**src/rtl/pipeline_pkg.sv**
```systemverilog
// rtl/pipeline_pkg.sv - shared width constants, data type and counter-width helper for the pipeline slice
package pipeline_pkg;

  localparam int PIPELINE_WIDTH = 32;

  typedef logic [PIPELINE_WIDTH-1:0] pipeline_data_t;

  // Width needed to hold the values 0..depth inclusive.
  function automatic int cnt_width(input int depth);
    return $clog2(depth + 1);
  endfunction

endpackage

```
**src/rtl/pipeline_credit_ctr.sv**
```systemverilog
// rtl/pipeline_credit_ctr.sv - saturating up/down credit counter gating issue into the pipeline
module pipeline_credit_ctr
  import pipeline_pkg::*;
#(
  parameter int p_depth = 8
) (
  input  logic i_clk,
  input  logic i_rst,
  input  logic i_issue,
  input  logic i_return,
  output logic o_credit_avail,
  output logic o_credit_err
);

  localparam int CW = cnt_width(p_depth);
  localparam logic [CW-1:0] MAX_CREDITS = CW'(p_depth);

  logic [CW-1:0] credits;
  logic          credit_err_q;

  // Issue takes a credit, return gives one back; both together cancel. Never wraps in either direction.
  always_ff @(posedge i_clk or posedge i_rst) begin
    if (i_rst) begin
      credits      <= MAX_CREDITS;
      credit_err_q <= 1'b0;
    end else begin
      if (i_issue && !i_return) begin
        if (credits == '0) begin
          credit_err_q <= 1'b1;
        end else begin
          credits <= credits - CW'(1);
        end
      end else if (i_return && !i_issue) begin
        if (credits != MAX_CREDITS) begin
          credits <= credits + CW'(1);
        end
      end
    end
  end

  assign o_credit_avail = (credits != '0);
  assign o_credit_err   = credit_err_q;

endmodule

```
**src/rtl/pipeline_drain_fifo.sv**
```systemverilog
// rtl/pipeline_drain_fifo.sv - credit-gated FIFO draining a fixed-latency pipeline; option PIPELINE_DRAIN_BYPASS_EN
module pipeline_drain_fifo
  import pipeline_pkg::*;
#(
  parameter int p_width = PIPELINE_WIDTH,
  parameter int p_depth = 8
) (
  input  logic                          i_clk,
  input  logic                          i_rst,
  input  logic                          i_issue,
  output logic                          o_credit_avail,
  input  logic                          i_valid,
  input  logic [p_width-1:0]            i_data,
  output logic                          o_valid,
  output logic [p_width-1:0]            o_data,
  input  logic                          i_ready,
  output logic [cnt_width(p_depth)-1:0] o_count,
  output logic                          o_overflow,
  output logic                          o_credit_err
);

  localparam int CW = cnt_width(p_depth);
  localparam int PW = (p_depth > 1) ? $clog2(p_depth) : 1;
  localparam logic [CW-1:0] FULL_CNT = CW'(p_depth);
  localparam logic [PW-1:0] LAST_PTR = PW'(p_depth - 1);

  logic [p_width-1:0] mem [p_depth];
  logic [PW-1:0]      wptr;
  logic [PW-1:0]      rptr;
  logic [PW-1:0]      rptr_nxt;
  logic [CW-1:0]      count;
  logic [CW-1:0]      count_nxt;
  logic               valid_q;
  logic [p_width-1:0] data_q;
  logic               overflow_q;
  logic               full;
  logic               pop;
  logic               push;
  logic               bypass;
  logic               head_is_new;
  logic               credit_return;

  // Pointers wrap explicitly so depths that are not a power of two work.
  function automatic logic [PW-1:0] ptr_inc(input logic [PW-1:0] p);
    return (p == LAST_PTR) ? '0 : p + PW'(1);
  endfunction

  // Handshake decode and next-state for occupancy and read pointer.
  always_comb begin
    full = (count == FULL_CNT);
    pop  = valid_q && i_ready;
`ifdef PIPELINE_DRAIN_BYPASS_EN
    bypass = (count == '0) && i_valid && i_ready;
`else
    bypass = 1'b0;
`endif
    // A pop frees the slot in the same cycle, so a full FIFO can still take a word.
    push          = i_valid && !bypass && (!full || pop);
    credit_return = pop || bypass;
    // The incoming word becomes the head when nothing older survives this cycle.
    head_is_new   = push && (pop ? (count == CW'(1)) : (count == '0));
    rptr_nxt      = pop ? ptr_inc(rptr) : rptr;
    count_nxt     = count;
    if (push && !pop) begin
      count_nxt = count + CW'(1);
    end else if (pop && !push) begin
      count_nxt = count - CW'(1);
    end
  end

  // Storage array; contents are meaningless until written so it carries no reset.
  always_ff @(posedge i_clk) begin
    if (push) begin
      mem[wptr] <= i_data;
    end
  end

  // Pointers, occupancy, registered head word and sticky overflow flag.
  always_ff @(posedge i_clk or posedge i_rst) begin
    if (i_rst) begin
      wptr       <= '0;
      rptr       <= '0;
      count      <= '0;
      valid_q    <= 1'b0;
      data_q     <= '0;
      overflow_q <= 1'b0;
    end else begin
      if (push) begin
        wptr <= ptr_inc(wptr);
      end
      rptr    <= rptr_nxt;
      count   <= count_nxt;
      valid_q <= (count_nxt != '0);
      if (head_is_new) begin
        data_q <= i_data;
      end else if (count_nxt != '0) begin
        data_q <= mem[rptr_nxt];
      end
      if (i_valid && full && !pop) begin
        overflow_q <= 1'b1;
      end
    end
  end

  pipeline_credit_ctr #(
    .p_depth (p_depth)
  ) u_credit (
    .i_clk          (i_clk),
    .i_rst          (i_rst),
    .i_issue        (i_issue),
    .i_return       (credit_return),
    .o_credit_avail (o_credit_avail),
    .o_credit_err   (o_credit_err)
  );

`ifdef PIPELINE_DRAIN_BYPASS_EN
  assign o_valid = valid_q || bypass;
  assign o_data  = bypass ? i_data : data_q;
`else
  assign o_valid = valid_q;
  assign o_data  = data_q;
`endif
  assign o_count    = count;
  assign o_overflow = overflow_q;

endmodule

```
**config.mk**
```make
export PLATFORM = sky130hd
export DESIGN_NAME = pipeline_drain_fifo
export DESIGN_NICKNAME = d
export VERILOG_FILES = /design/src/rtl/pipeline_pkg.sv /design/src/rtl/pipeline_credit_ctr.sv /design/src/rtl/pipeline_drain_fifo.sv
export SDC_FILE = /design/constraint.sdc
export NUM_CORES = 1
export LEC_CHECK = 0
export ABC_AREA = 1
export CORE_UTILIZATION = 50
export DETAILED_ROUTE_END_ITERATION = 8
export HOLD_SLACK_MARGIN = 0.15
export PLACE_DENSITY_LB_ADDON = 0.12
export SYNTH_ARGS = -nofsm -noshare
export SYNTH_HDL_FRONTEND = slang
export SYNTH_SLANG_ARGS = --single-unit
```
**constraint.sdc**
```tcl
create_clock -name i_clk -period 2.9 [get_ports i_clk]
set_clock_uncertainty 0.1 [all_clocks]
set_input_delay 0.58 -clock i_clk [delete_from_list [all_inputs] [get_ports i_clk]]
set_output_delay 0.58 -clock i_clk [all_outputs]
set_load 0.005 [all_outputs]
```
# Word level (Yosys, flattened, before mapping)
# Memory sizes are Yosys's and may differ from the RTL's.
# Index checks and enable logic that the tools add are counted.
[op_classes]
addsub = 6
eq_ne = 6
muxes = 14
n_reduce_logical = 23
[op_table]
columns = ["op", "count"]
rows = [
  ["32-bit 2-to-1 mux", 2],
  ["4-bit 2-to-1 mux", 6],
  ["1-bit logical AND", 9],
  ["3-bit 2-to-1 mux", 3],
  ["4-bit by 1-bit adder with 4-bit output, second input constant", 2],
  ["4-bit zero test", 2],
  ["4-bit nonzero test", 2],
  ["4-bit by 1-bit subtractor with 4-bit output, second input constant", 2],
  ["3-bit by 1-bit adder with 3-bit output, second input constant", 2],
  ["3-bit == test, second input constant", 2],
  ["2-bit nonzero test", 3],
  ["4-bit by 1-bit == test with 1-bit output, second input constant", 1],
  ["4-bit == test, second input constant", 1],
  ["1-bit zero test", 4],
  ["4-bit inequality test, second input constant", 1],
  ["1-bit 2-to-1 mux", 3],
  ["3-bit AND reduction", 1],
  ["2-bit inequality test, second input constant", 1],
  ["2-bit AND reduction", 1],
  ["1-bit logical OR", 1],
]
[totals]
ff_bits = 49
ramBits = 256
input_bits = 37
out_inout_bits = 40
word_cells = 58
mem_count = 1
[memory_table]
columns = ["memory", "words", "width", "read_ports", "rd_clocked_by_memory_dff", "write_ports", "line_no", "rtl"]
rows = [
  ["mem", 8, 32, 1, 0, 1, "pipeline_drain_fifo.sv:27", "logic [p_width-1:0] mem [p_depth];"],
]

# Logic depth before layout (Yosys ltp)
# Gate-level depths: netlist of run 1.
[depth]
depth_word = 11
ltp_mapped = 14
ltp_nobuf = 13

# Modules after synthesis
# From an unflattened synthesis of run 1, not the netlist that was laid out.
[unflattened]
hier_cells = 1427
hier_area_um2 = 14032.2
[modules_own_cells]
columns = ["mod", "instances", "cells_per_inst", "area_per_inst_um2", "seq_area_each_um2"]
rows = [
  ["pipeline_drain_fifo", 1, 1374, 13639.3, 8788.4],
  ["pipeline_credit_ctr", 1, 53, 392.9, 126.4],
]

# Worst setup path before layout of run 1
# No wires, ideal clock.
[synth_timing]
kind = "reg2reg"
from = "reg count[0], in the netlist o_count[0]"
to = "mem mem[1][0] in the netlist's numbering (enable)"
setup_time_ps = 421
arrival_time_ps = 2729
t_required_ps = 2379
setup_slack_ps = -350
stages_incl_launch_ff = 10
path_buffers = 0
synth_period_minus_slack_ps = 3250
path_cell_list = "dfrtp_1 > inv_1 > ha_1 > nand3_2 > nor2_1 > nor2_1 > inv_1 > nor2_1 > inv_1 > nor2_1"
[synth_between]
elab_chain_len = 6
[synth_rtl]
columns = ["item", "line_no", "rtl"]
rows = [
  ["start: declaration", "pipeline_drain_fifo.sv:31", "logic [CW-1:0] count;"],
  ["start signal: assignment", "pipeline_drain_fifo.sv:92", "count <= count_nxt;"],
  ["4-bit == test", "pipeline_drain_fifo.sv:50", "full = (count == FULL_CNT);"],
  ["1-bit zero test", "pipeline_drain_fifo.sv:58", "push = i_valid && !bypass && (!full || pop);"],
  ["1-bit logical OR", "pipeline_drain_fifo.sv:58", ""],
  ["1-bit logical AND", "pipeline_drain_fifo.sv:58", ""],
  ["1-bit 2-to-1 mux", "pipeline_drain_fifo.sv:73", "if (push) begin"],
  ["1-bit 2-to-1 mux (not written as such)", "pipeline_drain_fifo.sv:74", "mem[wptr] <= i_data;"],
  ["end: declaration", "pipeline_drain_fifo.sv:27", ""],
]
# Every way passes these cells.

# Worst setup path after layout of run 1
[layout_timing]
from = "reg count[0], in the netlist o_count[0]"
to = "mem mem[3][25] in the netlist's numbering (enable)"
# Same word-level chain as after synthesis.

==> qor.yml, run 1 <==
synthesis:
  synthArstFlopShare_pct: 16.07
  synthMuxAreaShare_pct: 0
  syn_avg_cell_area_um2: 9.889
  synth-xor-area-share_pct: 0.3143
  yosys.area.top_type: "edfxtp_1"
  synth.area.top_cells: "edfxtp_1 (55%), nand3_1 (13%), dfrtp_1 (8.6%)"
  ys.flop_type: "edfxtp_1"
  syn_area_um2: 13930
  synth_seq_area_share_pct: 63.98
  yosys-top-cells-count: "nand3_1 (363), nand2_1 (287), inv_1 (281), edfxtp_1 (256), dfrtp_1 (48)"
  synth_top_family_by_area: "simple AND/OR/NAND/NOR gates"
  synth_adder_area_share_pct: 1.042
  ys_warn_count: 0
  syn_inst: 1409
  synth_compound_area_share_pct: 0.6555
  synth_top_area_share_pct: 55.17
  syn_nets: 1457
  synth_edf_count: 256
  yosysMostFrequentCell: "nand3_1"
  synthDistinctLibCells: 32
  ys_ff_latch: 305
  synth_simple_gate_area_share_pct: 23.55
route:
  drt_iter0_drc: 917
  firstDrtPassIters: 5
  wl_um: 33890
  ant_nets: 0
  routedWlPerCell_um: 17.82
  via_count: 10046
  viasPerCell: 5.282
  drcViolationCount: 0
clocking:
  cts_hold_buf: 0
  cts_tree: "yes"
  cts.clk_slew.worst_paths_ns: 0.06
  clk_latency_ns: 0.52
  cts_resized: 0
  clock_sinks: 305
  cts_buffers: 34
  cts_max_path_buffers: 3
  cts.htree.levels: 2
  root_buffer: "clkbuf_16"
  cts_post_setup_buffers_inserted: 0
setup_path:
  crit_type: "flip-flop to flip-flop"
  critPathSlowestCell: "dfrtp_1"
  startpoint_type: "flip-flop"
  critical_path.endpoint_type: "flip-flop"
  worstPathRequired_ns: 3.01
  path_delay_family: "simple AND/OR/NAND/NOR gates"
  slowest_delay_ns: 0.46
  crit_path_max_fanout: 18
  cp.arrival_ns: 2.58
  path_buf_inv: 4
  crit_path_cell_trace: "inv_1 -> ha_1 -> nand3_2 -> nor2_1 -> nor2_1 -> inv_1 -> nor2_1 -> inv_1 -> nor2_4 -> buf_12"
floorplan:
  die-area_um2: 28540
  rows: 60
  fp.dieW_um: 168.9
  num_io_pins: 77
  start_util_pct: 51.27
  core_um2: 27180
  die_h_um: 168.9
power_and_ir_drop:
  cellPowerDensity_nw_per_um2: 1064
  leakagePower_uw: 0.007403
  vdd_ir_drop_max_v: 0.0008257
cells_and_area:
  final_nets: 1553
  final_layout_size_suffix_gt1_share_pct: 8.824
  area_growth_pct: 20.48
  diodes: 0
  final_core_util_pct: 61.77
global_routing:
  grt_pass1_wl_um: 54950
  antenna_found_initial: 0
  grt_max_degree: 63
  overflow: 0
  grt_pass1_vias: 9928
  grt_use_total_pct: 25.04
timing:
  clock.fmax_mhz: 405.2
  fin_ws_ns: 0.4324
  rsz0062_at_grt: "false"
  layout_min_cycle_time_ns: 2.468
  fin_crit_sh_pct: 85.09
  maxSlewViolCount: 0
  slew_headroom_pct: 68.71
  finalHoldViolations: 0
  setup_violations: 0
  tightestPinTransition_ns: 0.4679
place:
  gp_congestion: 0.8311
  dp_slack_ns: 0.1562
  dp_hpwl_um: 20840
  numPortBuffers: 76
worst_hold_path:
  hold_path_class: "input pin to asynchronous set/reset pin"
run_status:
  status: "completed"
job:
  drv_cap: 0
[where the power goes]
part | internal, uW | switching, uW | leakage [uW]
Clock | 2490 | 1720 | 0.000528
Sequential | 5690 | 331 | 0.00290
Combinational | 2920 | 4720 | 0.00398
[worst register-to-register path, cell delays in order, from the launching register on]
cell and delay [ns]:
dfrtp_1 0.46, inv_1 0.13, ha_1 0.24, nand3_2 0.13, nor2_1 0.08, nor2_1 0.20
inv_1 0.09, nor2_1 0.14, inv_1 0.19, nor2_4 0.19, buf_12 0.20
[metrics by stage]
stage | total power (uW) | hold WS, ns | TNS (ns) | cell area, um^2 | cells
2_1_floorplan | 10660 | 0.3510 | -44.85 | 13940 | 1409
3_3_place_gp | 13590 | 0.3577 | 0 | 15700 | 1841
5_1_grt | 19060 | 0.3557 | 0 | 16790 | 1902
6_report | 17870 | 0.3079 | 0 | 16790 | 1902
3_5_place_dp | 13730 | 0.3628 | 0 | 15700 | 1841
4_1_cts | 17970 | 0.3214 | 0 | 16790 | 1902
[metal layers]
layer  wire length [um]  up-vias  track usage [%]
met2              15820      353            39.99
met3               2321       50            4.325
met4                624        0            6.957
li1                   -     4817                -
met1              15130     4826            35.39
met5                  0        -                0
[kinds of logic after synthesis]
family                   Yosys count
adder cells (fa/ha/maj)           11
AO/OA/AOI/OAI                     14
buffers and inverters            362
AND/OR/NAND/NOR                  712
flip-flops                       305
XOR/XNOR                           5
[state kept, by name (all words and copies together) (netlist names)]
name                   flops
o_data                    32
wptr                       3
mem                      256
o_overflow                 1
o_count                    4
u_credit.credits           4
u_credit.o_credit_err      1
o_valid                    1
rptr                       3
[cell type report]
| type | count | area, um^2 |
|---|---|---|
| well taps | 372 | 465.4 |
| clock inverters | 13 | 133.9 |
| clock buffers | 48 | 954.7 |
| repair buffers | 138 | 1602 |
| fillers | 2255 | 10390 |
| inverters | 284 | 1066 |
| multi-input cells | 742 | 3651 |
| flip-flops and latches | 305 | 8915 |
[layout by cell type (no fill, tap or decap), drive strengths merged, types with 2 or more instances in the layout]
cell and n:
ha 10, xnor2 2, nand2 291, o21ai 8, clkbuf 48, dfrtp 48, nor2 19, nand3 366
a21oi 3, nand4 33, xor2 3, clkdlybuf4s50 76, buf 62, nor3 2, bufinv 2, edfxtp 256
clkinv 8, inv 286
[final timing paths]
path / startpoint / endpoint / slack (ns) / depth (start not counted)
setup / recovery: o_count[0]$_DFF_PP0_ / mem[3][25]$_DFFE_PP_ / 0.43 / 10
hold / removal: i_rst / o_data[27]$_DFFE_PP0P_ / 0.31 / 2
setup reg to reg: o_count[0]$_DFF_PP0_ / mem[3][25]$_DFFE_PP_ / 0.43 / 10
hold reg to reg: u_credit.o_credit_err$_DFFE_PP0P_ / u_credit.o_credit_err$_DFFE_PP0P_ / 0.37 / 1
max in group asynchronous: i_rst / o_data[11]$_DFFE_PP0P_ / 1.83 / 3
min in group i_clk: u_credit.o_credit_err$_DFFE_PP0P_ / u_credit.o_credit_err$_DFFE_PP0P_ / 0.37 / 1
Note: power is estimated with default switching activity, not from simulation.
==> inputs of run 2 (changes only) <==
--- a/config.mk
+++ b/config.mk
@@ -6,6 +6,7 @@
 export NUM_CORES = 1
 export LEC_CHECK = 0
 export ABC_AREA = 1
+export CAP_MARGIN = 20
 export CORE_UTILIZATION = 50
 export DETAILED_ROUTE_END_ITERATION = 8
 export HOLD_SLACK_MARGIN = 0.15
==> results of run 2 <==
The final DEF is identical to that of run 1; final timing and power are the same.
